File: config.mk
export PLATFORM = sky130hd
export DESIGN_NAME = sr_latch_driver
export DESIGN_NICKNAME = d
export VERILOG_FILES = /design/src/rtl/sr_latch_driver_pkg.sv /design/src/rtl/sr_latch_driver_sync_ff.sv /design/src/rtl/sr_latch_driver.sv
export SDC_FILE = /design/constraint.sdc
export NUM_CORES = 1
export LEC_CHECK = 0
export ABC_AREA = 1
export BUFFER_PORTS_ARGS = -buffer_cell sky130_fd_sc_hd__clkbuf_2
export CAP_MARGIN = 20
export CORE_MARGIN = 2
export CORE_UTILIZATION = 51
export CTS_CLUSTER_SIZE = 16
export DETAILED_ROUTE_END_ITERATION = 7
export PLACE_DENSITY = 0.75
export SLEW_MARGIN = 10
export SYNTH_ARGS = -nofsm -noshare
export SYNTH_HDL_FRONTEND = slang
export SYNTH_SLANG_ARGS = --single-unit
File: constraint.sdc
create_clock -name clk -period 1.6 [get_ports clk]
set_input_delay 0.24 -clock clk [delete_from_list [all_inputs] [get_ports clk]]
set_output_delay 0.24 -clock clk [all_outputs]
set_load 0.01 [all_outputs]
File: src/rtl/sr_latch_driver_pkg.sv
// sr_drv_pkg: shared states, error codes and counter sizing for the SR latch driver
package sr_drv_pkg;
  typedef enum logic [1:0] {IDLE, PULSE, CHECK} state_t;
  localparam logic [1:0] ERR_NONE    = 2'b00;
  localparam logic [1:0] ERR_INVALID = 2'b01;
  localparam logic [1:0] ERR_TIMEOUT = 2'b10;
  function automatic int cnt_width(input int p, input int t);
    return $clog2((p > t ? p : t) + 1);
  endfunction
endpackage

File: src/rtl/sr_latch_driver_sync_ff.sv
// sync_ff: multi-stage single-bit synchronizer with async active-high clear
module sync_ff #(
  parameter int STAGES = 2
) (
  input  logic clk,
  input  logic rst,
  input  logic d,
  output logic q
);
  logic [STAGES-1:0] sr;
  // shift the asynchronous input through the flop chain
  always_ff @(posedge clk or posedge rst)
    if (rst) sr <= '0;
    else sr <= {sr[STAGES-2:0], d};
  assign q = sr[STAGES-1];
endmodule

File: src/rtl/sr_latch_driver.sv
// sr_latch_driver: pulses an external NAND SR latch and confirms its state via synchronized feedback
module sr_latch_driver
  import sr_drv_pkg::*;
#(
  parameter int PULSE_CYCLES   = 4,
  parameter int TIMEOUT_CYCLES = 16,
  parameter int SYNC_STAGES    = 2
) (
  input  logic       clk,
  input  logic       rst,
  input  logic       cmd_valid,
  input  logic       cmd_set,
  output logic       cmd_ready,
  output logic       s_n,
  output logic       r_n,
  input  logic       q_fb,
  input  logic       qn_fb,
  output logic       done,
  output logic       err,
  output logic [1:0] err_code,
  output logic       state_q
);
  localparam int CW = cnt_width(PULSE_CYCLES, TIMEOUT_CYCLES);
  localparam logic [CW-1:0] PMAX  = CW'(PULSE_CYCLES);
  localparam logic [CW-1:0] TLAST = CW'(TIMEOUT_CYCLES - 1);
  state_t st;
  logic cmd;
  logic [CW-1:0] cnt;
  logic inv_prev;
  logic q_s;
  logic qn_s;
  logic match;
  logic invalid;
  sync_ff #(.STAGES(SYNC_STAGES)) u_q  (.clk(clk), .rst(rst), .d(q_fb),  .q(q_s));
  sync_ff #(.STAGES(SYNC_STAGES)) u_qn (.clk(clk), .rst(rst), .d(qn_fb), .q(qn_s));
  // classify the synchronized feedback against the commanded state
  always_comb begin
    match   = (q_s == cmd) && (qn_s != cmd);
    invalid = q_s && qn_s;
  end
  // command FSM: accept, hold the selected line low, then confirm or time out
  always_ff @(posedge clk or posedge rst)
    if (rst) begin
      st        <= IDLE;
      cmd       <= 1'b0;
      cnt       <= '0;
      inv_prev  <= 1'b0;
      s_n       <= 1'b1;
      r_n       <= 1'b1;
      done      <= 1'b0;
      err       <= 1'b0;
      err_code  <= ERR_NONE;
      state_q   <= 1'b0;
      cmd_ready <= 1'b0;
    end else begin
      done <= 1'b0;
      err  <= 1'b0;
      case (st)
        IDLE:
          if (cmd_valid && cmd_ready) begin
            cmd       <= cmd_set;
            err_code  <= ERR_NONE;
            cnt       <= CW'(1);
            s_n       <= ~cmd_set;
            r_n       <= cmd_set;
            cmd_ready <= 1'b0;
            st        <= PULSE;
          end else cmd_ready <= 1'b1;
        PULSE:
          if (cnt >= PMAX) begin
            s_n      <= 1'b1;
            r_n      <= 1'b1;
            cnt      <= '0;
            inv_prev <= 1'b0;
            st       <= CHECK;
          end else cnt <= cnt + CW'(1);
        CHECK:
          if (match) begin
            done      <= 1'b1;
            state_q   <= cmd;
            cmd_ready <= 1'b1;
            st        <= IDLE;
          end else if (invalid && inv_prev) begin
            err       <= 1'b1;
            err_code  <= ERR_INVALID;
            cmd_ready <= 1'b1;
            st        <= IDLE;
          end else if (cnt >= TLAST) begin
            err       <= 1'b1;
            err_code  <= ERR_TIMEOUT;
            cmd_ready <= 1'b1;
            st        <= IDLE;
          end else begin
            cnt      <= cnt + CW'(1);
            inv_prev <= invalid;
          end
        default: st <= IDLE;
      endcase
    end
  // the latch must never see both inputs asserted at once
  a_excl: assert property (@(posedge clk) disable iff (rst) s_n || r_n);
endmodule

==> results of run 1 <==
-- layer usage --
metal / wire, um / up-vias
met2: 1320 / 20
met4: 49 / 0
li1: - / 539
met5: 0 / -
met1: 1190 / 496
met3: 96 / 6
-- area by class of cell --
cell class	instances	area (um^2)	area share (%)
clock inverter	1	5.00	0.325
timing repair buffer	29	188	12.2
clock buffer	3	22.5	1.46
multi-input combinational	106	686	44.5
inverter	20	77.6	5.03
sequential	21	528	34.3
tap	28	35.0	2.27
-- sequential cells by signal (all words and copies together) (netlist names) --
name,count
cmd_ready,1
err,1
st,2
state_q,1
u_qn.sr,2
cmd,1
done,1
cnt,5
inv_prev,1
err_code,2
r_n,1
u_q.sr,2
s_n,1
-- synthesized netlist by cell type (all sizes together) --
cell     n
a21boi   1
a21oi    6
buf      1
clkbuf   1
dfrtp   19
dfstp    2
ha       7
inv     20
nand2   45
nand3   15
nand3b   1
nand4    5
nor2    16
nor3     1
o211ai   1
o21ai    7
or2      1
-- worst reg2reg max path, cell delays in order (launching register included) --
cell and delay [ns]:
dfrtp_1 0.41, ha_2 0.20, nand2_1 0.06, nor2_1 0.05
ha_2 0.19, nor2_4 0.10, nand2_4 0.10, nand2_4 0.09
nand4_4 0.12, nand2_2 0.08, nand2_1 0.06
-- through the flow --
| step | setup TNS [ns] | util [%] | hold WS, ns |
|---|---|---|---|
| finish | 0 | 69.0 | 0.0275 |
| detailed placement | -0.189 | 61.3 | 0.196 |
| global placement | 0 | 61.3 | 0.192 |
| global route | -0.193 | 69.0 | 0.00146 |
| CTS | -0.00909 | 64.6 | 0.0269 |
| floorplan | 0 | - | 0.215 |
-- worst paths after layout --
| path | from | end | slack (ns) |
|---|---|---|---|
| max | cnt[0]$_DFFE_PP0P_ | cnt[2]$_DFFE_PP0P_ | 0.03 |
| max in group asynchronous | rst | cnt[2]$_DFFE_PP0P_ | 0.72 |
| min | q_fb | u_q.sr[0]$_DFF_PP0_ | 0.03 |
| min reg2reg | u_qn.sr[0]$_DFF_PP0_ | u_qn.sr[1]$_DFF_PP0_ | 0.36 |
| min in group asynchronous | rst | cmd$_DFFE_PP0P_ | 0.38 |
| max reg2reg | cnt[0]$_DFFE_PP0P_ | cnt[2]$_DFFE_PP0P_ | 0.03 |
-- power by group --
group          leakage, nW  switching [mW]  internal (mW)
Combinational        0.537           0.905          0.630
Clock               0.0177           0.176         0.0935
Sequential           0.266          0.0986          0.685
-- kinds of logic (layout without fill, tap and decap cells) --
group	after synthesis	in the layout	share of synthesized area (%)
DFF	21	21	43.1
and+or+nand+nor	84	84	33.6
adders and majority gates	7	7	7.14
buffers and inverters	22	53	8.16
AOI/OAI and AO/OA	15	15	8.06
-- timing repair --
item,in CTS,in global routing
gates resized for setup,8,18
cloned,0,0
endpoints found under the setup margin,8,11
setup buffers,1,5
hold buffers,1,0
pin swaps,9,11
endpoints found under the hold margin,6,0
==> metrics list, run 1 <==
* Overall overflow remaining after global route: 0
- Critical Path Stages: 10
- Number of unique standard cell types used by synthesis: 28
- The initial utilization of the core area, before any placement, comes to 54.9%.
* Synthesized Nets: 162
- The core region is 0.00223 mm^2.
* Worst setup slack after layout: 0.0333 ns
- In the final design database the tool counted 194 nets.
- The largest single stage delay on the critical path is 0.41 ns.
- Synthesized area divided by synthesized cell count: 8.23 um^2
* Via total after detailed routing: 1061
* Commonest cells after routing, fill and taps aside: nand2_1, dfrtp_1, inv_1, buf_4, clkbuf_2
* Largest net degree at the start of global routing: 14
- On the final layout, the worst clock skew is 0.0102 ns.
* Final Hold Violating Endpoints: 0
- For met1 alone, demand over resource in global routing was 26.8%.
- Total track usage: 21.9%
- The clock period could shrink to 1.57 ns.
- Routing usage on met2: 37.5%
- CP endpoint kind: register
- The cell family contributing the most delay on the critical path is simple AND/OR/NAND/NOR gates.
- The first global-routing pass estimated 4410 um of wire.
- Wires add up to 2650 um.
* Setup repair after global routing missed its margin: true
- Once detailed placement completed, the half-perimeter wirelength came to 1970 um.
- After synthesis, the largest area contributor takes up 38.8% of total cell area.
- Critical path class: register to register
* Worst Path Max Fanout: 5
- Share of the clock period used by the worst path: 97.9%
* H-tree depth reported by CTS: 1
* Result of the run: finished clean
- Global-route layer with the greatest usage: met2
- Die Span X: 53.0 um
- In this run the tightest slew margin relative to its limit is 77.5%.
- TritonCTS built the clock tree.
* Met3 track demand over resource: 3.39%
* Final routed wire length divided by cell count: 12.7 um
- P&R area growth vs syn: 25.7%
- The critical path contains buffers and inverters numbering 0 combined.
* Pre-Repair DR Iteration Count: 4
- Row generation in the floorplan step produced 17 rows.
- Clock tree synthesis found a total of 21 sinks.
* Number of clock buffers inserted by TritonCTS: 3
* Instance area after placement: 0.00137 mm^2
- Power spread over the standard cell area amounts to 1680 mW/mm^2.
- 0 antenna diodes ended up in the layout.
- Maximum clock path buffer count: 2
* Vias in the first global route: 1006
* FF-to-FF path depth: 10
- Clock tree root driver cell: clkbuf_4
- Cells on Worst Hold Path: 1
- STA puts the critical path data required time at 1.81 ns.
* Count of routing violations after the opening detailed-route iteration: 13
* Biggest area consumer among synthesized cells: dfrtp_1
* Cells along the critical path: ha_2, nand2_1, nor2_1, ha_2, nor2_4, nand2_4, nand2_4, nand4_4, nand2_2, nand2_1
* Count of non-filler cells in the finished layout: 208
* Commonest non-fill, non-tap cell in the layout: nand2_1
* Initial antenna violation count: 0
- The die is 53.0 um tall.
* Measured slew at the worst slew-check pin: 0.337 ns
- Using the TritonRoute via totals, the vias-per-cell ratio works out to 5.10.
* Class of the tightest hold or removal check: primary input to register
- Number of ports placed on the die boundary: 14
* Routed Antenna Nets: 0
* Arrival @ worst endpoint: 1.77 ns
* Post-placement worst setup slack: -0.0580 ns
- Summed over all cells, the static leakage comes to 0.821 nW.
* Placed instance count: 197
- The finished cells cover 0.00154 mm^2.
- By area the synthesized netlist is led by dfrtp_1, nand2_1, ha_1.
* Sequential area share after synthesis: 43.1%
- Design Power: 2.59 mW
- Filler instances: 196
* Worst-Skew Late Latency: 0.32 ns
* Maximum ir drop on the vdd rail: 1.02 mV
- Die footprint: 0.00281 mm^2
* Achievable clock frequency: 638 MHz
- Setup violations remaining at the end of the flow were counted as 0.
* Routability congestion estimate from global placement: 0.919
* Number of instances in the synthesized netlist: 149
- IO buf count: 13
- After clock tree synthesis, the clock-pin slew on the worst setup and hold paths is 0.13 ns.
- For this run, the number of Yosys warnings is 0.
- Maximum Capacitance Violations: 0
- Synthesis inferred 21 register bits.
* Master of the slowest instance on the critical path: dfrtp_1
- Total standard cell area after synthesis: 0.00123 mm^2
- Kind of start point of the critical path: register
* DR DRC count: 0
- The post-route netlist has 38.3% of its cells at a drive strength greater than 1.
- The number of max-slew violations in the final report came to 0.
(Power assumes the default switching activity.)
==> run 2: changes to the inputs <==
- ABC_AREA: 1 -> default
- SLEW_MARGIN: 10 -> default
==> run 2 against run 1 <==
Net effect: the run now ends with negative setup slack left; global-route usage grew 3.1 points; clock skew fell by 0.0066 ns; register-to-register slack got worse by 0.19 ns; largest power group unchanged; power rose by 8.0%; combinational power grew 15%; synthesized area is 4.7% lower; utilization increased by 8.7 points.
==> metrics list, run 2 <==
- Of the total power, registers draw 27.8%.
- Counting flops with an async set or reset pin after synthesis yields a share of 100%.
- In this run the vertical extent of the chip is 51.9 um.
- Violations in the final reports: negative setup slack
* Cells along the critical path: ha_2, and3_4, ha_4, nor2_4, nand3_2, o21ai_4, mux2_4
* Family with the most delay on the worst path: simple AND/OR/NAND/NOR gates
- Tracing the worst setup path back leads to its startpoint at cnt[1]$_DFFE_PP0P_.
* Number of clock buffers inserted by TritonCTS: 3
- For this design, the sink count on the clock tree is 21.
- Ranked by flip-flop count, first place goes to cnt.
- CP endpoint kind: register
- In the post-synthesis netlist, the cell with the most instances is dfrtp_1.
- H-tree depth reported by CTS: 1
- EDFF count, synth: 0
- Summing all multi-input logic gate instances after layout gives 717 um^2.
- Setup slack on the critical path of the routed design comes to -0.161 ns.
- DR top layer: met4
- Summed over all nets, the switching power comes to 1.14 mW.
- DR DRC count: 0
* Maximum ir drop on the vdd rail: 1.21 mV
- Measured in cells, the most critical reg-to-reg path has a length of 7.
- Total number of yosys warnings: 0
* Combinational share of power: 62.9%
* Metal3 WL: 130 um
* Worst Path Max Fanout: 3
* Filler instances: 135
- Worst clock skew: 0.00365 ns
- Routed Antenna Nets: 0
- Worst-case headroom to the max-slew limit: 78.6%
- Master of the slowest instance on the critical path: dfrtp_1
- Number of register bits inferred by synthesis: 21
- At the later pin of the worst-skew pair, clock insertion delay measures 0.30 ns.
- Measured slew at the worst slew-check pin: 0.320 ns
* Number of ports placed on the die boundary: 14
* Die Span X: 51.9 um
- After layout, the design draws a total of 2.79 mW.
- The library cell used most frequently in the layout, excluding fill and tap cells, is buf_4.
* Setup repair after global routing missed its margin: true
* Synthesized area divided by synthesized cell count: 10.6 um^2
* Maximum clock path buffer count: 2
- The number of endpoints with negative hold slack in the final report came to 0.
- Routability congestion estimate from global placement: 0.884
- Total standard cell area after synthesis: 0.00117 mm^2
- Critical Path Stages: 7
* Count of routing violations after the opening detailed-route iteration: 23
- The critical path is of the register to register type.
* Area share of the largest cell type after synthesis: 40.7%
* Reg2reg start: cnt[1]$_DFFE_PP0P_
- Ratio of cells with drive above 1 in the final layout: 52.8%
- Sequential area share after synthesis: 45.2%
* Largest cells by area after synthesis: dfrtp_1, ha_1, dfstp_2
* R2R setup slack: -0.16 ns
- Global-route wire length before repair: 4860 um
* Final routed wire length divided by cell count: 15.9 um
- The initial utilization of the core area, before any placement, comes to 53.3%.
- In the finished design, the share of the clock period the worst path needs comes to 110%.
- Synthesis produced 110 cells.
- STA classifies the critical path startpoint as a register.
* Clock tree root driver cell: clkbuf_4
- For this block, wires on met1 add up to 1220 um.
- Class of the tightest hold or removal check: primary input to register
- At the worst endpoint, the required time is 1.80 ns.
- Core Area: 0.00219 mm^2
* DPL Wire Length: 2070 um
- Reg2Reg Capture Point: st[1]$_DFFE_PP0P_
* Achievable clock frequency: 568 MHz
* Routed wire length: 2960 um
* Total power density per cell area: 1640 mW/mm^2
- The number of max-slew violations in the final report was 0.
* TritonCTS clock tree: yes
- Pre-Repair DR Iteration Count: 4
- Setup violations, final: 14
- P&R area growth vs syn: 45.6%
- Die footprint: 0.00269 mm^2
* Via density: 5.83
- Largest net degree at the start of global routing: 22
* Commonest cells after routing, fill and taps aside: buf_4, dfrtp_1, clkbuf_2, inv_1, nor2_1
* Clock period minus final worst setup slack: 1.76 ns
* Sum Neg Setup Slack: -1.36 ns
- Maximum Capacitance Violations: 0
- Number of cell rows: 17
* Vias in the first global route: 1097
- Overall overflow remaining after global route: 0
- The detailed router placed 1091 vias in this run.
- After synthesis, the most frequently instantiated cells are dfrtp_1, inv_1, nor2_1.
* Synthesized Nets: 123
- The register with the most flip-flops in the layout has 5 of them.
- Data on the critical path arrives at its endpoint at 1.96 ns.
- The most critical setup path has its endpoint at st[1]$_DFFE_PP0P_.
* Count of buffering cells on the critical path with inverters included: 0
* Cells on Worst Hold Path: 1
- In this run switching power makes up 40.8% of total power.
- In this run, distinct cell masters in the synthesized netlist total 38.
- Leading register cell type out of synthesis: dfrtp_1
* Clock group share of total power: 9.3%
- IO buf count: 13
* Antenna diode count: 0
* Biggest area consumer among synthesized cells: dfrtp_1
* Cell Int Power: 1.65 mW
* Max incr delay on CP: 0.40 ns
* Met2 wire length: 1570 um
* Static leakage: 0.806 nW
- Initial antenna violation count: 0
* Result of the run: finished with violations
- Fin nets: 173
- Registers take 528 um^2.
- Total track usage: 25.0%
- Clock-pin slew of the registers on the worst-case setup and hold paths: 0.12 ns
run 2: changes by cell type after synthesis, sizes merged, moves of 3 or more:
cell,change
nand2,-40
inv,-8
nand3,-8
nor2,-7
mux2,+5
o2bb2ai,+4
mux2i,+3
nand4,-3
run 2: cell type report:
cell class	count	area share, %
inverters	12	2.65
multi-input cells	74	42.1
clock inverters	1	0.294
well taps	28	2.06
clock buffers	3	1.32
repair buffers	48	20.5
flip-flops and latches	21	31.0
run 2: cells by family (layout without fill, tap and decap cells):
family	Yosys count	in the layout	synth area share, %
simple gates	33	33	18.1
compound gates	26	26	16.2
flops	21	21	45.2
buf+inv	15	64	5.03
mux	8	8	8.03
fa+ha+maj	7	7	7.49
run 2: per-layer routing:
layer  vias up  global-route usage, %
met3         4                   4.02
met4         0                   7.89
met5         -                      0
met2        38                   45.4
li1        500                      -
met1       549                   29.8
run 2: power groups by stage:
| stage | sequential [mW] | clock (mW) | combinational [mW] |
|---|---|---|---|
| global placement | 0.768 | 0 | 1.40 |
| detailed placement | 0.780 | 0 | 1.47 |
| floorplan | 0.791 | 0 | 0.950 |
| finish | 0.777 | 0.261 | 1.76 |
| global route | 0.790 | 0.289 | 1.89 |
| CTS | 0.773 | 0.269 | 1.59 |
run 2: worst min-delay path by stage:
| stage | startpoint | endpoint |
|---|---|---|
| 2_1_floorplan | rst | cmd$_DFFE_PP0P_ |
| 3_3_place_gp | rst | u_q.sr[0]$_DFF_PP0_ |
| 3_5_place_dp | rst | u_qn.sr[1]$_DFF_PP0_ |
| 4_1_cts | qn_fb | u_qn.sr[0]$_DFF_PP0_ |
| 5_1_grt | q_fb | u_q.sr[0]$_DFF_PP0_ |
| 6_report | qn_fb | u_qn.sr[0]$_DFF_PP0_ |
run 2: what timing repair did:
| action | 4_1_cts | 5_1_grt |
|---|---|---|
| endpoints found under the setup margin | 13 | 14 |
| hold buffers | 1 | 0 |
| pin swaps | 4 | 3 |
| hold endpoints to repair | 19 | 0 |
| cloned | 0 | 0 |
| resized for setup | 13 | 9 |
| buffers inserted | 2 | 5 |
run 2: per-stage QoR:
stage / cell area [um^2] / instances / util (%) / hold WS [ns] / setup slack (ns)
2_1_floorplan: 1240 / 110 / - / 0.215 / -0.163
3_3_place_gp: 1520 / 175 / 69.5 / 0.262 / -0.138
3_5_place_dp: 1520 / 175 / 69.5 / 0.267 / -0.191
4_1_cts: 1620 / 182 / 74.1 / 0.0179 / -0.134
5_1_grt: 1700 / 187 / 77.7 / 0.00972 / -0.216
6_report: 1700 / 187 / 77.7 / 0.0298 / -0.161
run 2: worst register-to-register path: cells and delay by family (launching register included):
kind | cells | cell delay, ns
DFF | 1 | 0.40
muxes | 1 | 0.32
adders and majority gates | 2 | 0.34
and+or+nand+nor | 3 | 0.41
AOI/OAI and AO/OA | 1 | 0.18
==> run 3: changes to the inputs <==
- CORE_ASPECT_RATIO: default -> 0.5
- CORE_UTILIZATION: 51 -> 42
- PLACE_DENSITY: 0.75 -> 0.64
- RECOVER_POWER: default -> 50
==> run 3 against run 2 <==
Net effect: the run still ends with negative setup slack left; utilization shrank 10 points; first-iteration DRC count grew to 3.1 times the previous value; final cell count grew 5.3%; non-clock buffer count grew 1; via count shrank 5.1%; largest cell class unchanged; fmax grew 0.45%.
==> metrics list, run 3 (same netlist as run 2, synthesis figures left out) <==
- The flow ran to the end, but the final reports show violations.
* Violations in the final reports: negative setup slack
* DR DRC count: 0
* Initial cell density of the core: 44.6%
* IO buf count: 13
- Worst clock skew: 0.00253 ns
- CP endpoint kind: register
- Die Span X: 78.6 um
- In this run the power spent charging and discharging nets is 1.24 mW.
- Count of non-filler cells in the finished layout: 197
- Counting both buffers and inverters, the worst setup path holds a total of 0.
- Data on the critical path is required at its endpoint by 1.75 ns.
- Of the available clock period, the critical path in the final layout requires 110%.
* Cells along the critical path: ha_2, and3_4, ha_4, nor2_4, nand3_2, o21ai_4, mux2_4
- Setup repair after global routing missed its margin: true
- VDD sags by at most 0.907 mV.
- The first global-routing pass estimated 4520 um of wire.
- Die footprint: 0.00325 mm^2
* Worst-case headroom to the max-slew limit: 63.8%
* Total power density per cell area: 1750 mW/mm^2
- The analysis attributes to cell leakage a power of 0.822 nW.
- Number of max-slew violations in the final report: 0
- The total overflow left after global routing is 0.
- The worst setup path is launched from a register.
* Register name with the most flops: cnt
* Instance area after placement: 0.00153 mm^2
- Filler instances: 195
* Number of cell rows: 13
- Maximum clock path buffer count: 2
- After layout, the design draws a total of 3.09 mW.
- Final Hold Violating Endpoints: 0
* H-tree depth reported by CTS: 1
- The cell family contributing the most delay on the critical path is simple AND/OR/NAND/NOR gates.
- Worst setup slack after layout: -0.153 ns
* Number of clock buffers inserted by TritonCTS: 3
- The register with the most flip-flops in the layout has 5 of them.
- Core Area: 0.00262 mm^2
* Routed wire length: 3140 um
- Summing all flip-flop and latch instances after layout gives 528 um^2.
- Cell internal power was estimated by the tool at 1.85 mW.
- Of all nets on the critical path, the largest fanout is 3.
- Reg power frac: 25.4%
- Across the run, the number of max-cap violations was 0.
- In the layout the commonest cells are buf_4, dfrtp_1, clkbuf_2, inv_1, nor2_1.
- Leaving out fill and tap cells, the most frequent cell in the layout is buf_4.
* Largest net degree at the start of global routing: 22
- Initial antenna violation count: 0
* Total track usage: 19.6%
* Critical path class: register to register
- Among all stages on the critical path, the largest delay is contributed by dfrtp_1.
- Clock-pin slew of the registers on the worst-case setup and hold paths: 0.08 ns
- TritonCTS clock tree: yes
* Routed Antenna Nets: 0
* Placed instance count: 184
- Of the cells placed in the final design, the portion with a size suffix greater than 1 is 54.4%.
- The pre-antenna-repair detailed-routing pass consisted of 4 iterations.
* Via total after detailed routing: 1035
- Vias in the first global route: 901
* Routability congestion estimate from global placement: 0.845
* Fin nets: 174
- Achievable clock frequency: 570 MHz
* DPL Wire Length: 2040 um
* Setup violations, final: 10
- P&R area growth vs syn: 51.3%
- In this run, the number of DRC markers left after iteration 0 of detailed routing was 71.
* Post-Layout Inst Area: 0.00177 mm^2
- Antenna diode count: 0
* Sum Neg Setup Slack: -1.05 ns
* Final routed wire length divided by cell count: 15.9 um
- From bottom edge to top edge, the die measures 41.3 um.
* Combinational share of power: 63.0%
- Measured slew at the worst slew-check pin: 0.543 ns
- Clock period minus final worst setup slack: 1.75 ns
- Number of ports placed on the die boundary: 14
- Max incr delay on CP: 0.39 ns
- Class of the tightest hold or removal check: primary input to register
- Area of combinational cells with multiple inputs: 759 um^2
* Clock group share of total power: 11.6%
- Switching Share: 40.0%
* Via density: 5.25
* Arrival @ worst endpoint: 1.91 ns
- Clock tree root driver cell: clkbuf_8
- CTS sink count: 21
- The clock reaches the later pin of the worst-skew pair after 0.27 ns.
## run 3: changes by cell type in the layout (fill, tap and decap cells not counted), sizes merged
cell	previous run	this run
clkbuf	16	17
## run 3: metal layers
| metal | track usage (%) | up-vias | wire, um |
|---|---|---|---|
| li1 | - | 497 | - |
| met1 | 26.8 | 507 | 1470 |
| met2 | 30.6 | 27 | 1500 |
| met3 | 6.03 | 4 | 157 |
| met4 | 6.14 | 0 | 17 |
| met5 | 0 | - | 0 |
## run 3: final timing paths
kind                                            from              endpoint  slack [ns]  cells past startpoint
max in group asynchronous                        rst       r_n$_DFFE_PP1P_        0.61                      4
worst max-delay path              cnt[1]$_DFFE_PP0P_     st[1]$_DFFE_PP0P_       -0.15                      7
worst min register to register  u_qn.sr[0]$_DFF_PP0_  u_qn.sr[1]$_DFF_PP0_        0.36                      0
min in group asynchronous                        rst    cnt[1]$_DFFE_PP0P_        0.62                      4
worst min-delay path                           qn_fb  u_qn.sr[0]$_DFF_PP0_        0.08                      1
worst max register to register    cnt[1]$_DFFE_PP0P_     st[1]$_DFFE_PP0P_       -0.15                      7
## run 3: worst reg2reg max path: stages, from the launching register on
cell and delay (ns):
dfrtp_1 0.39, ha_2 0.19, and3_4 0.18, ha_4 0.15, nor2_4 0.11, nand3_2 0.12, o21ai_4 0.19, mux2_4 0.32
## run 3: power groups by stage
| stage | Combinational (mW) | Clock [mW] | Sequential (mW) |
|---|---|---|---|
| after floorplan | 0.950 | 0 | 0.791 |
| after global placement | 1.48 | 0 | 0.778 |
| after detailed placement | 1.50 | 0 | 0.782 |
| after CTS | 1.60 | 0.360 | 0.772 |
| after global routing | 2.09 | 0.393 | 0.799 |
| final | 1.94 | 0.358 | 0.785 |
## run 3: cell type report
class | count | share of cell area [%]
flip-flops and latches | 21 | 29.9
clock inverters | 1 | 0.283
clock buffers | 3 | 2.34
well taps | 37 | 2.62
repair buffers | 49 | 19.4
inverters | 12 | 2.55
multi-input cells | 74 | 43.0
## run 3: timing repair
| item | in CTS | in global routing |
|---|---|---|
| pin swaps | 5 | 8 |
| hold endpoints to repair | 19 | 0 |
| gates resized for setup | 4 | 19 |
| setup endpoints to repair | 12 | 14 |
| setup buffers | 4 | 4 |
| hold buffers | 1 | 0 |
| gates cloned | 0 | 0 |
## run 3: metrics by stage
step | util [%] | setup slack (ns) | hold WS [ns]
2_1_floorplan | - | -0.163 | 0.215
3_3_place_gp | 58.6 | -0.126 | 0.267
6_report | 67.5 | -0.153 | 0.0775
3_5_place_dp | 58.6 | -0.159 | 0.274
5_1_grt | 67.5 | -0.229 | 0.0629
4_1_cts | 62.6 | -0.144 | 0.0757
